**src/rtl/axi_lite_rd_sequencer.sv**
```systemverilog
// AXI4-Lite read master: walks a (addr, count, stride) descriptor with up to MAX_OUT
// single-beat reads in flight and forwards R beats on a ready/valid stream.
module axi_lite_rd_sequencer #(
    parameter int ADDR_W      = 32,
    parameter int DATA_W      = 32,
    parameter int CNT_W       = 16,
    parameter int MAX_OUT     = 4,
    parameter int STOP_ON_ERR = 1
) (
    input  logic              ACLK,
    input  logic              ARESETN,
    input  logic              cmd_valid,
    output logic              cmd_ready,
    input  logic [ADDR_W-1:0] cmd_addr,
    input  logic [CNT_W-1:0]  cmd_count,
    input  logic [ADDR_W-1:0] cmd_stride,
    output logic [ADDR_W-1:0] M_AXI_ARADDR,
    output logic [2:0]        M_AXI_ARPROT,
    output logic              M_AXI_ARVALID,
    input  logic              M_AXI_ARREADY,
    input  logic [DATA_W-1:0] M_AXI_RDATA,
    input  logic [1:0]        M_AXI_RRESP,
    input  logic              M_AXI_RVALID,
    output logic              M_AXI_RREADY,
    output logic [DATA_W-1:0] rd_data,
    output logic [1:0]        rd_resp,
    output logic              rd_last,
    output logic              rd_valid,
    input  logic              rd_ready,
    output logic              done,
    output logic              err,
    output logic [CNT_W-1:0]  err_cnt
);

    localparam int   OUT_W = 4;
    localparam logic STOP  = (STOP_ON_ERR != 0);

    typedef enum logic [1:0] {S_IDLE, S_RUN, S_DRAIN, S_DONE} state_t;

    state_t            state_q, state_d;
    logic [ADDR_W-1:0] araddr_q, araddr_d;
    logic              arvalid_q, arvalid_d;
    logic [CNT_W-1:0]  count_q, count_d;
    logic [ADDR_W-1:0] stride_q, stride_d;
    logic [CNT_W-1:0]  issued_q, issued_d;
    logic [CNT_W-1:0]  returned_q, returned_d;
    logic [OUT_W-1:0]  outst_q, outst_d;
    logic              err_q, err_d;
    logic [CNT_W-1:0]  err_cnt_q, err_cnt_d;

    logic active, ar_hs, r_hs, r_bad, ar_pend, can_issue, err_now;

    assign active        = (state_q == S_RUN) || (state_q == S_DRAIN);
    assign cmd_ready     = (state_q == S_IDLE);
    assign done          = (state_q == S_DONE);
    assign err           = err_q;
    assign err_cnt       = err_cnt_q;
    assign M_AXI_ARADDR  = araddr_q;
    assign M_AXI_ARVALID = arvalid_q;
    assign M_AXI_ARPROT  = 3'b000;
    assign M_AXI_RREADY  = rd_ready && active;
    assign rd_valid      = M_AXI_RVALID && active;
    assign rd_data       = M_AXI_RDATA;
    assign rd_resp       = M_AXI_RRESP;

    assign ar_hs   = arvalid_q && M_AXI_ARREADY;
    assign r_hs    = M_AXI_RVALID && M_AXI_RREADY;
    assign r_bad   = (M_AXI_RRESP != 2'b00);
    assign ar_pend = arvalid_q && !M_AXI_ARREADY;
    assign err_now = err_q || (rd_valid && r_bad);

    // After an error stop the last beat is the one that empties the pipe with no AR pending.
    assign rd_last = active && ((returned_q == count_q - CNT_W'(1)) ||
                     (STOP && err_now && (outst_q == OUT_W'(1)) && !arvalid_q));

    always_comb begin
        state_d    = state_q;
        araddr_d   = araddr_q;
        count_d    = count_q;
        stride_d   = stride_q;
        err_d      = err_q;
        err_cnt_d  = err_cnt_q;
        issued_d   = issued_q + CNT_W'(ar_hs);
        returned_d = returned_q + CNT_W'(r_hs);
        outst_d    = outst_q + OUT_W'(ar_hs) - OUT_W'(r_hs);

        if (r_hs && r_bad) begin
            err_d = 1'b1;
            if (err_cnt_q != {CNT_W{1'b1}}) err_cnt_d = err_cnt_q + CNT_W'(1);
        end
        if (ar_hs) araddr_d = araddr_q + stride_q;

        // Decided on post-handshake counts so a freed slot is reused the very next cycle.
        can_issue = (state_q == S_RUN) && (issued_d < count_q) &&
                    (outst_d < OUT_W'(MAX_OUT)) && !(STOP && err_d);
        arvalid_d = ar_pend || can_issue;

        case (state_q)
            S_IDLE: begin
                if (cmd_valid) begin
                    araddr_d   = cmd_addr;
                    count_d    = cmd_count;
                    stride_d   = cmd_stride;
                    err_d      = 1'b0;
                    err_cnt_d  = '0;
                    issued_d   = '0;
                    returned_d = '0;
                    outst_d    = '0;
                    if (cmd_count == '0) begin
                        state_d   = S_DONE;
                        arvalid_d = 1'b0;
                    end else begin
                        state_d   = S_RUN;
                        arvalid_d = 1'b1;
                    end
                end
            end
            S_RUN: begin
                if (!ar_pend && ((issued_d == count_q) || (STOP && err_d))) state_d = S_DRAIN;
            end
            S_DRAIN: begin
                if (outst_d == '0) state_d = S_DONE;
            end
            S_DONE: begin
                state_d = S_IDLE;
            end
            default: state_d = S_IDLE;
        endcase
    end

    always_ff @(posedge ACLK or negedge ARESETN) begin
        if (!ARESETN) begin
            state_q    <= S_IDLE;
            araddr_q   <= '0;
            arvalid_q  <= 1'b0;
            count_q    <= '0;
            stride_q   <= '0;
            issued_q   <= '0;
            returned_q <= '0;
            outst_q    <= '0;
            err_q      <= 1'b0;
            err_cnt_q  <= '0;
        end else begin
            state_q    <= state_d;
            araddr_q   <= araddr_d;
            arvalid_q  <= arvalid_d;
            count_q    <= count_d;
            stride_q   <= stride_d;
            issued_q   <= issued_d;
            returned_q <= returned_d;
            outst_q    <= outst_d;
            err_q      <= err_d;
            err_cnt_q  <= err_cnt_d;
        end
    end

endmodule
```
**config.mk**
```make
export PLATFORM = sky130hd
export DESIGN_NAME = axi_lite_rd_sequencer
export DESIGN_NICKNAME = d
export VERILOG_FILES = /design/src/rtl/axi_lite_rd_sequencer.sv
export SDC_FILE = /design/constraint.sdc
export NUM_CORES = 1
export LEC_CHECK = 0
export BUFFER_PORTS_ARGS = -buffer_cell sky130_fd_sc_hd__buf_2
export CAP_MARGIN = 25
export CELL_PAD_IN_SITES_DETAIL_PLACEMENT = 1
export CELL_PAD_IN_SITES_GLOBAL_PLACEMENT = 2
export CORE_MARGIN = 2
export CORE_UTILIZATION = 32
export DETAILED_ROUTE_END_ITERATION = 7
export GPL_TIMING_DRIVEN = 0
export PLACE_DENSITY = 0.81
export RECOVER_POWER = 50
export SLEW_MARGIN = 20
export SYNTH_ARGS = -nofsm -noshare
export SYNTH_HDL_FRONTEND = slang
export SYNTH_SLANG_ARGS = --single-unit
```
**constraint.sdc**
```tcl
create_clock -name ACLK -period 3.7 [get_ports ACLK]
set_clock_uncertainty 0.1 [all_clocks]
set_input_delay 0.74 -clock ACLK [delete_from_list [all_inputs] [get_ports ACLK]]
set_output_delay 0.74 -clock ACLK [all_outputs]
set_load 0.05 [all_outputs]
```
* Word-level counts from Yosys, hierarchy flattened
Cells that the tools add are included.
Storage, ports and cells: register bits after elaboration 136, bits in latches 0, bits in writable memories 0, bits in read-only memories 0, bits of input ports 120, output and inout port bits 92, logic and storage cells 82, memories kept 0
Cells by class: add/sub/neg operators 7, multipliers 0, div/mod/pow operators 0, magnitude comparators 2, equality and inequality tests 10, shift operators 0, mux-type cells 24, bitwise gates (word level) 0, reductions and logical operators 29
Operators with widths (count):
- two-way mux 16 bit | 8
- two-way mux 32 bit | 3
- adder 16 x 1 -> 16 bit | 2
- adder 32 bit | 1
- == test 16 bit | 2
- adder 16 x 1 -> 16 bit, second input constant | 1
- logical NOT 16 bit | 1
- less-than comparator 16 bit | 1
- inequality test 16 bit, second input constant | 1
- subtractor 16 x 1 -> 16 bit, second input constant | 1
- logical AND 1 bit | 14
- two-way mux 2 bit | 4
- two-way mux 4 bit | 2
- one-hot mux 2 bit (4 select lines) | 1
- two-way mux 1 bit | 6
- logical OR 1 bit | 5
- adder 4 x 1 -> 4 bit | 1
- == test 2 bit, second input constant | 2
- == test 4 x 1 -> 1 bit, second input constant | 1
- logical NOT 1 bit | 4
- logical NOT 4 bit | 1
- less-than comparator 4 x 3 -> 1 bit, second input constant | 1
- inequality test 2 x 1 -> 1 bit, second input constant | 2
- subtractor 4 x 1 -> 4 bit | 1
- other kinds (6) | 6

* Longest topological paths before layout
word-level depth 11, mapped depth 15, depth with buffers taken out 14

* Worst setup path after synthesis
OpenSTA, ideal clock, no wires.
path kind register -> output, from register count_q[0], to output rd_last, arrival 2650 ps, data required time 2860 ps, path slack 210 ps, stages on the path, launching flop included 11, path buffers 0, path through dfrtp_1 > inv_1 > ha_1 > xnor2_1 > nand2_1 > o21ai_0 > a2111oi_0 > o2111ai_1 > a2111oi_0 > nand4_1 > a21boi_1
On the way: cells in the longest elaborated chain, start to end 4
RTL lines:
- from (decl) | line 43 | logic [CNT_W-1:0] count_q, count_d;
- from (signal assigned) | line 147 | count_q <= count_d;
- subtractor 16 x 1 -> 16 bit | line 73 | assign rd_last = active && ((returned_q == count_q - CNT_W'(1)) ||
- == test 16 bit | line 73
- logical OR 1 bit | line 73
- logical AND 1 bit | line 73
- to (decl) | line 27 | output logic rd_last,
No other way between the ends.

* Worst setup path after layout
from register count_q[8], to output rd_last
Same word-level chain as after synthesis.

==> reports/summary.txt <==
Top-area cell type share of the netlist area = 39.27%
Drt first pass iters = 4
Routed WL = 27270 microns
Layout cells sized above 1 = 20.85%
Critical Path End Type = output port
First-pass GRT wire length = 44100 microns
Post-CTS Hold Buffers = 0
Initial antenna violation count = 2
Post-synth top flop = dfrtp_1
Synthesized area = 8667 sq um
Final Max Slew Viols = 56
Largest net degree at the start of global routing = 83
Number of synthesized flops with an enable pin = 0
Critical Path Start Type = flip-flop
Row count = 60
CTS buffer count = 17
Nets = 1394
RD Place Congestion = 0.8045
Die Ht = 168.6 microns
Total Power = 0.009802 W
Area Overhead vs Synth = 24.59%
Cells after synthesis = 1008
Synth async-reset ratio = 100.0%
Register area share after synthesis = 39.27%
CP Class = reg2out
Final Hold Fails = 0
GRT overflow = 0
Vias = 7902
Synth area leader = dfrtp_1
H-Tree Depth = 4
Crit Path Max Fanout = 6
Drt first-iter violations = 322
Clock Latency Late Sink = 420 ps
Vias in the first global route = 8333
Core area = 26800 sq um
Min Hold Slack = 380.0 ps
Synth unique cells = 61
Initial Utilization = 32.34%
Max-slew headroom = -69.90%
Reg clk slew, reported paths = 60 ps
Leakage power = 5.154 nW
I/O Pins = 212
HPWL Detailed = 20970 microns
Most frequent cells in the layout = nand2_1 (179), buf_2 (133), dfrtp_1 (132), nor2_1 (80), clkbuf_1 (71)
Status = complete, but fails checks
Sink Count = 136
Global Route Usage Sum = 19.66%
Fin crit share = 100.5%
Most common cell after layout, fill and taps aside = nand2_1
Leading post-synthesis cells by cell area = dfrtp_1 (39%), ha_1 (9.0%), nand2_1 (7.8%)
Power Density = 907.8 nW/um^2
Register bit total from synthesis = 136
CP arrival = 2880 ps
Failing checks = capacitance limit, slew limit, setup timing
Final Setup Violations = 1
Clk buf depth = 2
PnR worst setup slack = -18.63 ps
Vias per inst = 5.049
Synth warn = 0
Critical Path RT = 2860 ps
R2r setup slk = 180 ps
Worst Hold Class = reg2reg
Peak VDD IR = 0.4258 mV
Post-layout min period = 3719 ps
RSZ-0062 raised after global routing = yes
Detail Route Antenna Nets = 0
Routed len/inst = 17.42 microns
CTS root buffer = clkbuf_16
Buffers on Ports = 176
Die area = 28420 sq um
CTS tree = yes
Die X = 168.6 microns
Total of max-cap violations = 1
Filler cells = 3227
# DRC = 0
Worst Max-Slew Pin Slew = 2549 ps
Max Freq = 268.9 MHz
Synthesized area per cell = 8.598 sq um
==> layout make-up <==
class	count	area, sq um	share of cell area [%]
antenna	1	2.502	0.02317
buffer	70	432.9	4.009
clock buffer	23	467.9	4.334
clock inverter	9	170.2	1.576
inverter	40	150.1	1.390
multi-input combinational	761	4830	44.73
sequential	136	3408	31.56
tap	341	426.7	3.951
timing repair buffer	184	909.6	8.424
==> registers in the layout, indices dropped and copies added (netlist names) <==
name	flops
M_AXI_ARADDR	32
stride_q	32
count_q	16
err_cnt	16
issued_q	16
returned_q	16
outst_q	4
state_q	2
M_AXI_ARVALID	1
err	1
==> synth_stat cells (4+ instances only) <==
cell / number
a211oi_1: 9
a21o_1: 14
a21oi_1: 61
a22oi_1: 7
a31oi_1: 10
and2_1: 24
and3_1: 10
buf_4: 37
clkbuf_1: 29
dfrtp_1: 136
ha_1: 62
inv_1: 39
nand2_1: 179
nand3_1: 30
nand4_1: 25
nor2_1: 83
nor2b_1: 4
nor3_1: 16
nor4_1: 5
o21ai_0: 57
o21ai_1: 20
o31ai_1: 4
or3_1: 6
xnor2_1: 45
xor2_1: 39
==> critical path, stage by stage, from the launching register on <==
cell	delay, ps
dfrtp_1	490
inv_1	150
nand4_1	220
nor4_1	490
mux2_2	400
a221o_1	290
nand4_1	160
a21boi_2	90
buf_6	160
==> where the power goes <==
part	leakage, nW	internal [W]	switching (W)
Clock	0.315	0.00123	0.000668
Sequential	1.75	0.00200	0.000473
Combinational	3.09	0.00191	0.00352
==> worst paths after layout <==
kind | start | end | cells after the start
worst min-delay path | stride_q[12] | stride_q[12] | 2
min in group asynchronous | ARESETN | returned_q[9] | 1
worst min register to register | stride_q[12] | stride_q[12] | 2
worst max-delay path | count_q[8] | rd_last | 8
worst max register to register | M_AXI_ARVALID | M_AXI_ARVALID | 15
max in group asynchronous | ARESETN | issued_q[14] | 2
==> kinds of logic (layout without fill, tap and decap cells) <==
| kind of cell | count (synthesis) | after routing | synth area share (%) |
|---|---|---|---|
| mux | 2 | 2 | 0.2454 |
| buf+inv | 113 | 326 | 6.770 |
| simple gates | 398 | 398 | 20.90 |
| xor+xnor | 84 | 84 | 8.489 |
| flops | 136 | 136 | 39.27 |
| compound gates | 210 | 210 | 14.87 |
| fa+ha+maj | 64 | 64 | 9.412 |
| other cells | 1 | 4 | 0.04327 |
==> repair_timing <==
action,4_1_cts,5_1_grt
resized for setup,24,24
endpoints found under the setup margin,4,4
setup buffers,4,3
pin swaps,6,4
==> stage by stage <==
step	cells	cell area (sq um)	util, %	setup TNS [ps]	setup slack [ps]
floorplan	1010	8675	-	0	210.3
global placement	1527	9982	37.25	-42000	-654.3
detailed placement	1528	10020	37.39	-2057	-732.8
CTS	1562	10760	40.14	-26.20	-26.20
global route	1564	10800	40.28	-1788	-179.7
finish	1565	10800	40.29	-18.63	-18.63
==> layer usage <==
metal  GRT usage (%)  share of wire [%]
met5               0              0.044
met3           3.624                4.4
met1           25.69                 46
met2           33.98                 49
met4           4.273                1.0
Note: power is estimated with default switching activity, not from simulation.
